<file path="config.mk">
export PLATFORM = sky130hd
export DESIGN_NAME = layer_color_mapper_flat
export DESIGN_NICKNAME = d
export VERILOG_FILES = /design/src/rtl/layer_color_mapper_if.sv /design/src/rtl/layer_color_mapper.sv /design/src/flat_wrapper.sv
export SDC_FILE = /design/constraint.sdc
export NUM_CORES = 1
export LEC_CHECK = 0
export BUFFER_PORTS_ARGS = -buffer_cell sky130_fd_sc_hd__buf_2
export CAP_MARGIN = 20
export CORE_MARGIN = 1
export CORE_UTILIZATION = 24
export DETAILED_ROUTE_END_ITERATION = 7
export PLACE_DENSITY_LB_ADDON = 0.25
export RECOVER_POWER = 25
export SLEW_MARGIN = 20
export SYNTH_ARGS = -nofsm -noshare
export SYNTH_HDL_FRONTEND = slang
export SYNTH_SLANG_ARGS = --single-unit
</file>
<file path="constraint.sdc">
create_clock -name Clk -period 5.25 [get_ports Clk]
set_clock_uncertainty 0.05 [all_clocks]
set_input_delay 0.525 -clock Clk [delete_from_list [all_inputs] [get_ports Clk]]
set_output_delay 0.525 -clock Clk [all_outputs]
set_load 0.01 [all_outputs]
</file>
<file path="src/rtl/layer_color_mapper_if.sv">
// layer_color_mapper_if: pixel, palette-write and VGA color bundle for the layer color mapper
interface layer_color_mapper_if #(
   parameter int NUM_LAYERS = 4,
   parameter int AW = (NUM_LAYERS > 1) ? $clog2(NUM_LAYERS) : 1
);
   logic                  frame_tick;
   logic [3:0]            status;
   logic [NUM_LAYERS-1:0] layer_hit;
   logic                  cover_black;
   logic [9:0]            DrawX;
   logic [9:0]            DrawY;
   logic                  pal_we;
   logic [AW-1:0]         pal_addr;
   logic [23:0]           pal_data;
   logic [7:0]            VGA_R;
   logic [7:0]            VGA_G;
   logic [7:0]            VGA_B;
   logic [3:0]            disp_status;
   logic                  fade_busy;
   modport master (
      output frame_tick, status, layer_hit, cover_black, DrawX, DrawY, pal_we, pal_addr, pal_data,
      input  VGA_R, VGA_G, VGA_B, disp_status, fade_busy
   );
   modport slave (
      input  frame_tick, status, layer_hit, cover_black, DrawX, DrawY, pal_we, pal_addr, pal_data,
      output VGA_R, VGA_G, VGA_B, disp_status, fade_busy
   );
endinterface

</file>
<file path="src/rtl/layer_color_mapper.sv">
// layer_color_mapper: prioritised sprite layers over a per-status background, palette lookup and frame-synchronous fade
module layer_color_mapper #(
   parameter int NUM_LAYERS = 4,
   parameter int FADE_LOG2 = 4
) (
   input logic Clk,
   input logic Reset,
   layer_color_mapper_if.slave bus
);
   localparam int LW = FADE_LOG2 + 1;
   localparam logic [LW-1:0] MAXL = LW'(1 << FADE_LOG2);
   typedef enum logic [1:0] {IDLE, FADE_OUT, FADE_IN} state_t;
   state_t state;
   logic [LW-1:0] level;
   logic [3:0] target;
   logic [3:0] disp;
   logic busy;
   logic [23:0] pal [NUM_LAYERS];
   logic [7:0] xs;
   logic [23:0] bg;
   logic [23:0] pix;
   logic layers_on;
   logic [23:0] c1;
   logic [LW-1:0] l1;
   function automatic logic [23:0] pal_init(input int i);
      return (i == 1) ? 24'hFFFF00 : (i == 2) ? 24'h404040 : (i == 3) ? 24'h101010 : 24'h000000;
   endfunction
   function automatic logic [7:0] scale(input logic [7:0] c, input logic [LW-1:0] l);
      logic [8+FADE_LOG2:0] p;
      p = {{LW{1'b0}}, c} * {8'd0, l};
      return p[FADE_LOG2 +: 8];
   endfunction
   assign xs = {1'b0, bus.DrawX[9:3]};
   assign layers_on = (disp == 4'b0100) || (disp == 4'b0010);
   assign bus.disp_status = disp;
   assign bus.fade_busy = busy;
   // Run-time palette; out-of-range addresses are dropped
   always_ff @(posedge Clk or posedge Reset) begin
      if (Reset) begin
         for (int i = 0; i < NUM_LAYERS; i++) pal[i] <= pal_init(i);
      end else if (bus.pal_we && int'(bus.pal_addr) < NUM_LAYERS) begin
         pal[bus.pal_addr] <= bus.pal_data;
      end
   end
   // Fade FSM: level only moves on frame_tick so no frame mixes two brightness levels
   always_ff @(posedge Clk or posedge Reset) begin
      if (Reset) begin
         state <= FADE_IN;
         level <= '0;
         disp <= 4'b1000;
         target <= 4'b1000;
         busy <= 1'b1;
      end else begin
         if (bus.status != target) target <= bus.status;
         case (state)
            IDLE: begin
               if (target != disp) begin
                  state <= FADE_OUT;
                  busy <= 1'b1;
               end
            end
            FADE_OUT: begin
               if (bus.frame_tick) begin
                  if (level == '0) begin
                     disp <= target;
                     state <= FADE_IN;
                  end else begin
                     level <= level - 1'b1;
                  end
               end
            end
            FADE_IN: begin
               if (target != disp) begin
                  state <= FADE_OUT;
               end else if (bus.frame_tick) begin
                  level <= level + 1'b1;
                  if (level == MAXL - 1'b1) begin
                     state <= IDLE;
                     busy <= 1'b0;
                  end
               end
            end
            default: begin
               state <= IDLE;
               busy <= 1'b0;
            end
         endcase
      end
   end
   // Background by displayed status, then lowest-index hit layer wins
   always_comb begin
      bg = (disp == 4'b1000) ? (bus.cover_black ? 24'h000000 : 24'hFFFFFF) :
           (disp == 4'b0100) ? {8'h4F, 8'h4F, (xs < 8'h7F) ? 8'h7F - xs : 8'h00} :
           (disp == 4'b0010) ? 24'hFFFFFF :
           (disp == 4'b0001) ? 24'h008000 : 24'h000000;
      pix = bg;
      for (int i = NUM_LAYERS - 1; i >= 0; i--) if (layers_on && bus.layer_hit[i]) pix = pal[i];
   end
   // Stage 1 registers the resolved color with the level it is drawn at; stage 2 scales it
   always_ff @(posedge Clk or posedge Reset) begin
      if (Reset) begin
         c1 <= '0;
         l1 <= '0;
         bus.VGA_R <= '0;
         bus.VGA_G <= '0;
         bus.VGA_B <= '0;
      end else begin
         c1 <= pix;
         l1 <= level;
         bus.VGA_R <= scale(c1[23:16], l1);
         bus.VGA_G <= scale(c1[15:8], l1);
         bus.VGA_B <= scale(c1[7:0], l1);
      end
   end
endmodule

</file>
<file path="src/flat_wrapper.sv">
// flat-port wrapper written by rule: the top's interface ports become plain ports
module layer_color_mapper_flat 
#(
   parameter int NUM_LAYERS = 4,
   parameter int FADE_LOG2 = 4
)
  (Clk, Reset, bus_frame_tick, bus_status, bus_layer_hit, bus_cover_black, bus_DrawX, bus_DrawY, bus_pal_we, bus_pal_addr, bus_pal_data, bus_VGA_R, bus_VGA_G, bus_VGA_B, bus_disp_status, bus_fade_busy);
  layer_color_mapper_if #(.NUM_LAYERS(NUM_LAYERS)) bus_i ();
  input logic Clk;
  input logic Reset;
  input wire logic [$bits(bus_i.frame_tick)-1:0] bus_frame_tick;
  input wire logic [$bits(bus_i.status)-1:0] bus_status;
  input wire logic [$bits(bus_i.layer_hit)-1:0] bus_layer_hit;
  input wire logic [$bits(bus_i.cover_black)-1:0] bus_cover_black;
  input wire logic [$bits(bus_i.DrawX)-1:0] bus_DrawX;
  input wire logic [$bits(bus_i.DrawY)-1:0] bus_DrawY;
  input wire logic [$bits(bus_i.pal_we)-1:0] bus_pal_we;
  input wire logic [$bits(bus_i.pal_addr)-1:0] bus_pal_addr;
  input wire logic [$bits(bus_i.pal_data)-1:0] bus_pal_data;
  output wire logic [$bits(bus_i.VGA_R)-1:0] bus_VGA_R;
  output wire logic [$bits(bus_i.VGA_G)-1:0] bus_VGA_G;
  output wire logic [$bits(bus_i.VGA_B)-1:0] bus_VGA_B;
  output wire logic [$bits(bus_i.disp_status)-1:0] bus_disp_status;
  output wire logic [$bits(bus_i.fade_busy)-1:0] bus_fade_busy;
  assign bus_i.frame_tick = bus_frame_tick;
  assign bus_i.status = bus_status;
  assign bus_i.layer_hit = bus_layer_hit;
  assign bus_i.cover_black = bus_cover_black;
  assign bus_i.DrawX = bus_DrawX;
  assign bus_i.DrawY = bus_DrawY;
  assign bus_i.pal_we = bus_pal_we;
  assign bus_i.pal_addr = bus_pal_addr;
  assign bus_i.pal_data = bus_pal_data;
  assign bus_VGA_R = bus_i.VGA_R;
  assign bus_VGA_G = bus_i.VGA_G;
  assign bus_VGA_B = bus_i.VGA_B;
  assign bus_disp_status = bus_i.disp_status;
  assign bus_fade_busy = bus_i.fade_busy;
  layer_color_mapper #(.NUM_LAYERS(NUM_LAYERS), .FADE_LOG2(FADE_LOG2)) u_core (.Clk(Clk), .Reset(Reset), .bus(bus_i));
endmodule
</file>
==> results of run 1 <==
## area by class of cell
class / instances / area, um^2
antenna: 2 / 5.005
multi-input combinational: 606 / 5338
clock buffer: 24 / 471.7
sequential: 165 / 4161
fill: 4300 / 29460
clock inverter: 8 / 102.6
timing repair buffer: 83 / 426.7
tap: 532 / 665.6
inverter: 79 / 297.8
## per-layer routing
metal | part of all wire, % | up-vias
li1 | - | 3128
met1 | 46 | 3223
met2 | 48 | 78
met3 | 3.8 | 27
met4 | 2.0 | 2
met5 | 0.057 | -
## per-stage QoR
stage	instances	worst slack [ns]	power, mW
2_1_floorplan	888	0.2564	4.184
3_3_place_gp	1465	1.123	4.958
3_5_place_dp	1465	1.146	4.978
4_1_cts	1497	1.136	6.271
5_1_grt	1497	0.8050	6.778
6_report	1499	1.155	6.154
## cell usage in the layout, fill, tap and decap left out, types with 17 or more instances in the layout
| master | n |
|---|---|
| dfstp_2 | 26 |
| a21oi_1 | 28 |
| a22oi_1 | 23 |
| fa_1 | 49 |
| mux2_2 | 100 |
| inv_1 | 78 |
| clkbuf_16 | 17 |
| nand2_1 | 52 |
| a21boi_0 | 17 |
| dfrtp_1 | 139 |
| ha_1 | 57 |
| and2_1 | 78 |
| o21ai_0 | 26 |
| xnor2_1 | 22 |
| buf_2 | 71 |
| nor2_1 | 33 |
| o21ai_1 | 26 |
## cell families after synthesis
logic type / synth area share (%)
buffers and inverters: 4.810
AND/OR/NAND/NOR: 11.38
multiplexers: 11.75
XOR/XNOR: 3.328
adder cells (fa/ha/maj): 17.00
flip-flops: 41.77
AO/OA/AOI/OAI: 9.959
## power by group through the flow
stage,clock network (mW),logic (mW),registers [mW]
CTS,1.29,2.91,2.07
floorplan,0,2.26,1.92
global route,1.34,3.30,2.14
detailed placement,0,2.89,2.09
global placement,0,2.87,2.09
finish,1.25,2.85,2.06
## path summary, 6_finish.rpt
| path | slack [ns] | start | end |
|---|---|---|---|
| min reg2reg | 0.40 | u_core.level[4] | u_core.l1[4] |
| max | 1.15 | u_core.l1[3] | u_core.bus.VGA_G[5] |
| max in group asynchronous | 2.48 | Reset | u_core.pal[35] |
| min in group asynchronous | 0.90 | Reset | u_core.bus.VGA_B[6] |
| max reg2reg | 1.15 | u_core.l1[3] | u_core.bus.VGA_G[5] |
| min | 0.14 | bus_status[3] | u_core.target[3] |
## flip-flops by register name (all words and copies together), names as in the netlist
register,flops
u_core.bus.VGA_B,8
u_core.state,2
u_core.bus.fade_busy,1
u_core.level,5
u_core.bus.VGA_R,8
u_core.target,4
u_core.pal,96
u_core.bus.VGA_G,8
u_core.l1,5
u_core.bus.disp_status,4
u_core.c1,24
==> out/metrics.yaml, run 1 <==
place:
  hpwl_um: 16390
  gp_congestion: 0.7289
  portBuffers: 74
  placed_cell_area_um2: 10900
routing:
  routed_via_density: 4.308
  drc: 0
  routed_wl_um: 22900
  ant_nets: 0
  drtIter0Drc: 241
  wl_per_cell_um: 15.27
  drt_first_pass_iters: 4
  num_vias: 6458
grt:
  use_met2_pct: 18.89
  grt_max_degree: 68
  grt_usage_pct: 11.66
  busiest_layer: "met2"
  grt_util_met3_pct: 2.661
  grt_antenna_before_repair: 3
  gr-total-overflow: 0
  grt_pass1_vias: 6823
  grtUsageMet1_pct: 15.05
  grt_pass1_wl_um: 37930
critical_path:
  crit_top_cell: "fa_1"
  path_delay_family: "adder cells"
  path_cells: "nand2_1 -> fa_1 -> fa_1 -> fa_1 -> inv_1 -> ha_1 -> a21oi_1 -> o32ai_4 -> nor3_2 -> o311ai_1 -> xor2_1"
  cp-end-kind: "register"
  worstPathMaxFanout: 24
  crit_type: "reg -> reg"
  ff2ff_path_depth: 11
  slowest_stage: "dfrtp_1"
  cp-start-kind: "register"
  cp.arrival_ns: 4.35
  cpPeakStageDelay_ns: 0.77
  required_ns: 5.51
  worst-path-buf-inv: 1
  crit_cells: 11
hold_path:
  worstHoldPathCells: 1
  min_path_type: "in -> reg"
finish:
  drive_gt1_share_pct: 25.91
  syn_to_final_growth_pct: 15.11
  utilization_pct: 28.02
  final_net_count: 1117
  fin_area_um2: 11470
logic_synthesis:
  yosys_register_bits: 165
  ys_types: 58
  yosys_warnings: 0
  yosys_most_used_dff: "dfrtp_1"
  synth_area_leaders: "dfrtp_1 (35%), mux2_2 (11%), fa_1 (9.8%)"
  yosysMostFrequentCell: "dfrtp_1"
  synth_cells: 888
  synthArstFlopShare_pct: 100.0
  synth_edf_count: 0
  yosysSeqAreaShare_pct: 41.77
  synth_top_area_share_pct: 34.91
  synth_top_area_cell: "dfrtp_1"
  avgSynthCellArea_um2: 11.22
  syn-num-nets: 1053
  synthesis.area_um2: 9963
  synthTopCellsByCount: "dfrtp_1 (139), mux2_2 (100), inv_1 (79)"
clock_network:
  hold_buffers: 0
  htreeDepth: 4
  cts_sinks: 165
  cts_root_buf: "clkbuf_16"
  worst_skew_pair.late_latency_ns: 0.44
  clk_path_buf_depth: 2
  cts_buffers: 17
  post_cts_buffers: 0
  post_cts_resized: 0
  clk_pin_slew_ns: 0.06
  cts_tree: "built"
die:
  die_area_um2: 42330
  die_h_um: 205.8
  num_io_pins: 88
  die_x_um: 205.8
  fp.coreArea_um2: 40920
  fp-row-count: 74
  initial_core_util_pct: 24.35
power_and_ir_drop:
  p_leak_nw: 5.207
  peakVddDrop_uv: 231.6
  p_per_area_nw_per_um2: 536.6
  seq_power_share_pct: 33.5
  combPwrFrac_pct: 46.3
  switching_power_mw: 2.482
  intPower_mw: 3.672
  clkPwrFrac_pct: 20.2
  swShare_pct: 40.34
run_status:
  status: "complete, but fails checks"
  failed_checks: "capacitance limit, slew limit"
sta:
  finalSetupTns_ns: 0
  grt_setup_unrepaired: "no"
  setup_viol: 0
  worstMarginPinSlew_ns: 3.086
  min_period_ns: 4.095
  max_slew_margin_pct: -106.8
  hold_violations: 0
  fmax_mhz: 244.2
  drv_slew: 118
  hold_slack_ns: 0.1374
  post-route-period-util_pct: 78.00
job:
  drv_cap: 3
No activity file was read; power rests on OpenSTA's default activity.
==> inputs of run 2 (changes only) <==
Clock period 5.25 ns to 3.9 ns, I/O delays scaled along.
==> run 2 against run 1 <==
  * Sequential cell count unchanged
  * Highest routed layer unchanged
  * Largest power group unchanged
  * First-iteration DRC count shrank 2.9%
  * Utilization grew 0.48 points
  * Largest cell class unchanged
  * Worst hold slack improved by 0.034 ns
  * Combinational power is 41% higher
  * The flow still finishes with violations (capacitance limit, slew limit)
==> out/metrics.yaml, run 2 (synthesis gave the netlist of run 1 again) <==
run_status:
  status: "complete, but fails checks"  # unchanged
  failed_checks: "capacitance limit, slew limit"  # unchanged
finish:
  final_cells: 1516  # was 1499
  syn_to_final_growth_pct: 17.07  # was 15.11%
  fillers: 4295  # was 4300
  most-common-layout-cells: "dfrtp_1 (137), mux2_2 (100), and2_1 (78), inv_1 (78), buf_2 (72)"  # was dfrtp_1 (139), mux2_2 (100), and2_1 (78), inv_1 (78), buf_2 (71)
  layout_commonest_cell: "dfrtp_1"  # unchanged
  utilization_pct: 28.50  # was 28.02%
  num_antenna_cells: 0  # was 2
  regMostFlops: "u_core.pal"  # unchanged
  fin_area_um2: 11660  # was 11470 um^2
  final_net_count: 1136  # was 1117
  top_regs: "u_core.pal (96), u_core.c1 (24)"  # unchanged
  largest_reg_flops: 96  # unchanged
  drive_gt1_share_pct: 27.34  # was 25.91%
die:
  die_x_um: 205.8  # unchanged
  die_area_um2: 42330  # unchanged
  die_h_um: 205.8  # unchanged
  num_io_pins: 88  # unchanged
  fp-row-count: 74  # unchanged
  initial_core_util_pct: 24.35  # unchanged
  fp.coreArea_um2: 40920  # unchanged
sta:
  post-route-period-util_pct: 95.11  # was 78.00%
  finalSetupTns_ns: 0  # unchanged
  min_period_ns: 3.709  # was 4.095 ns
  grt_setup_unrepaired: "no"  # unchanged
  hold_slack_ns: 0.1714  # was 0.1374 ns
  setup_viol: 0  # unchanged
  hold_violations: 0  # unchanged
  worstMarginPinSlew_ns: 1.978  # was 3.086 ns
  drv_slew: 87  # was 118
  max_slew_margin_pct: -31.87  # was -106.8%
  layout_setup_ws_ns: 0.1908  # was 1.155 ns
  fmax_mhz: 269.6  # was 244.2 MHz
clock_network:
  cts_root_buf: "clkbuf_16"  # unchanged
  worst_skew_pair.late_latency_ns: 0.45  # was 0.44 ns
  cts_sinks: 165  # unchanged
  cts_tree: "built"  # unchanged
  htreeDepth: 4  # unchanged
  clk_pin_slew_ns: 0.07  # was 0.06 ns
  cts_buffers: 17  # unchanged
  clk_path_buf_depth: 2  # unchanged
routing:
  wl_per_cell_um: 15.29  # was 15.27 um
  num_vias: 6549  # was 6458
  ant_nets: 0  # unchanged
  drtIter0Drc: 234  # was 241
  routed_wl_um: 23180  # was 22900 um
  drc: 0  # unchanged
  routed_via_density: 4.320  # was 4.308
  drt_first_pass_iters: 4  # unchanged
grt:
  grt_pass1_vias: 6733  # was 6823
  gr-total-overflow: 0  # unchanged
  grt_antenna_before_repair: 2  # was 3
  grt_max_degree: 56  # was 68
  grt_pass1_wl_um: 38210  # was 37930 um
  grt_usage_pct: 11.83  # was 11.66%
place:
  placed_cell_area_um2: 11010  # was 10900 um^2
  dp_slack_ns: -0.01505  # was 1.146 ns
  portBuffers: 74  # unchanged
  gp_congestion: 0.7535  # was 0.7289
  hpwl_um: 17030  # was 16390 um
  placedCellCount: 1477  # was 1465
power_and_ir_drop:
  p_leak_nw: 5.314  # was 5.207 nW
  power_mw: 8.444  # was 6.154 mW
  peakVddDrop_uv: 264.7  # was 231.6 uV
  p_per_area_nw_per_um2: 724.0  # was 536.6 nW/um^2
critical_path:
  cp-start-kind: "register"  # unchanged
  path_cells: "buf_12 -> and2_1 -> fa_1 -> fa_1 -> inv_1 -> fa_1 -> inv_1 -> ha_1 -> nand2_1 -> o32ai_4 -> nor3_4 -> o311ai_1 -> xor2_1"  # was nand2_1 -> fa_1 -> fa_1 -> fa_1 -> inv_1 -> ha_1 -> a21oi_1 -> o32ai_4 -> nor3_2 -> o311ai_1 -> xor2_1
  crit_path_start: "u_core.l1[3]"  # unchanged
  crit_type: "reg -> reg"  # unchanged
  worstPathMaxFanout: 24  # unchanged
  cp.arrival_ns: 4.03  # was 4.35 ns
  required_ns: 4.22  # was 5.51 ns
  cpPeakStageDelay_ns: 0.54  # was 0.77 ns
  slowest_stage: "fa_1"  # was dfrtp_1
  cp-end-kind: "register"  # unchanged
  crit_top_cell: "fa_1"  # unchanged
  r2r_start: "u_core.l1[3]"  # unchanged
hold_path:
  min_path_type: "in -> reg"  # unchanged
  hp-start: "bus_pal_data[18]"  # was bus_status[3]
job:
  drv_cap: 3  # unchanged
[run 2: cell types whose count changed in the layout (fill, tap and decap cells not counted), moves of 2 or more]
cell,before,now
dlygate4sd3_1,0,5
dfrtp_2,0,2
dfrtp_1,139,137
diode_2,2,0
clkbuf_1,10,8
inv_6,0,5
buf_4,7,18
[run 2: path summary, 6_finish.rpt]
check	to	slack, ns	cells after the start
worst min register to register	u_core.l1[4]	0.42	0
min in group asynchronous	u_core.pal[19]	0.71	4
worst max register to register	u_core.bus.VGA_G[5]	0.19	13
worst max-delay path	u_core.bus.VGA_G[5]	0.19	13
worst min-delay path	u_core.pal[18]	0.17	2
max in group asynchronous	u_core.pal[9]	1.41	4
[run 2: layout make-up]
class,instances,area [um^2],area share [%]
Clock inverter,12,142.6,1.223
Sequential cell,165,4164,35.70
Clock buffer,20,446.7,3.830
Multi-Input combinational cell,606,5359,45.95
Timing Repair Buffer,102,588.1,5.042
Tap cell,532,665.6,5.707
Inverter,79,297.8,2.553
[run 2: where the power goes]
part           internal, mW  switching (mW)
registers              2.26           0.460
clock network         0.972           0.739
logic                  1.80            2.21
[run 2: worst max-delay path, delay by kind of cell (launching register included)]
| kind | cells | cell delay [ns] |
|---|---|---|
| buffers and inverters | 3 | 0.25 |
| adders and majority gates | 4 | 1.85 |
| and+or+nand+nor | 3 | 0.33 |
| xor gates and xnor gates | 1 | 0.17 |
| DFF | 1 | 0.39 |
| AOI/OAI and AO/OA | 2 | 0.57 |
[run 2: metal layers]
metal	part of all wire (%)	vias up	GRT usage, %
li1	-	3169	-
met1	47	3276	15.32
met2	48	72	19.41
met3	3.2	28	2.281
met4	1.7	4	4.444
met5	0.099	-	0
[run 2: what timing repair did]
| item | CTS | global route |
|---|---|---|
| setup endpoints to repair | 4 | 9 |
| pin swaps | 0 | 0 |
| gates resized for setup | 1 | 3 |
| setup buffers | 0 | 2 |
| endpoints found under the hold margin | 12 | 0 |
| hold buffers | 5 | 0 |
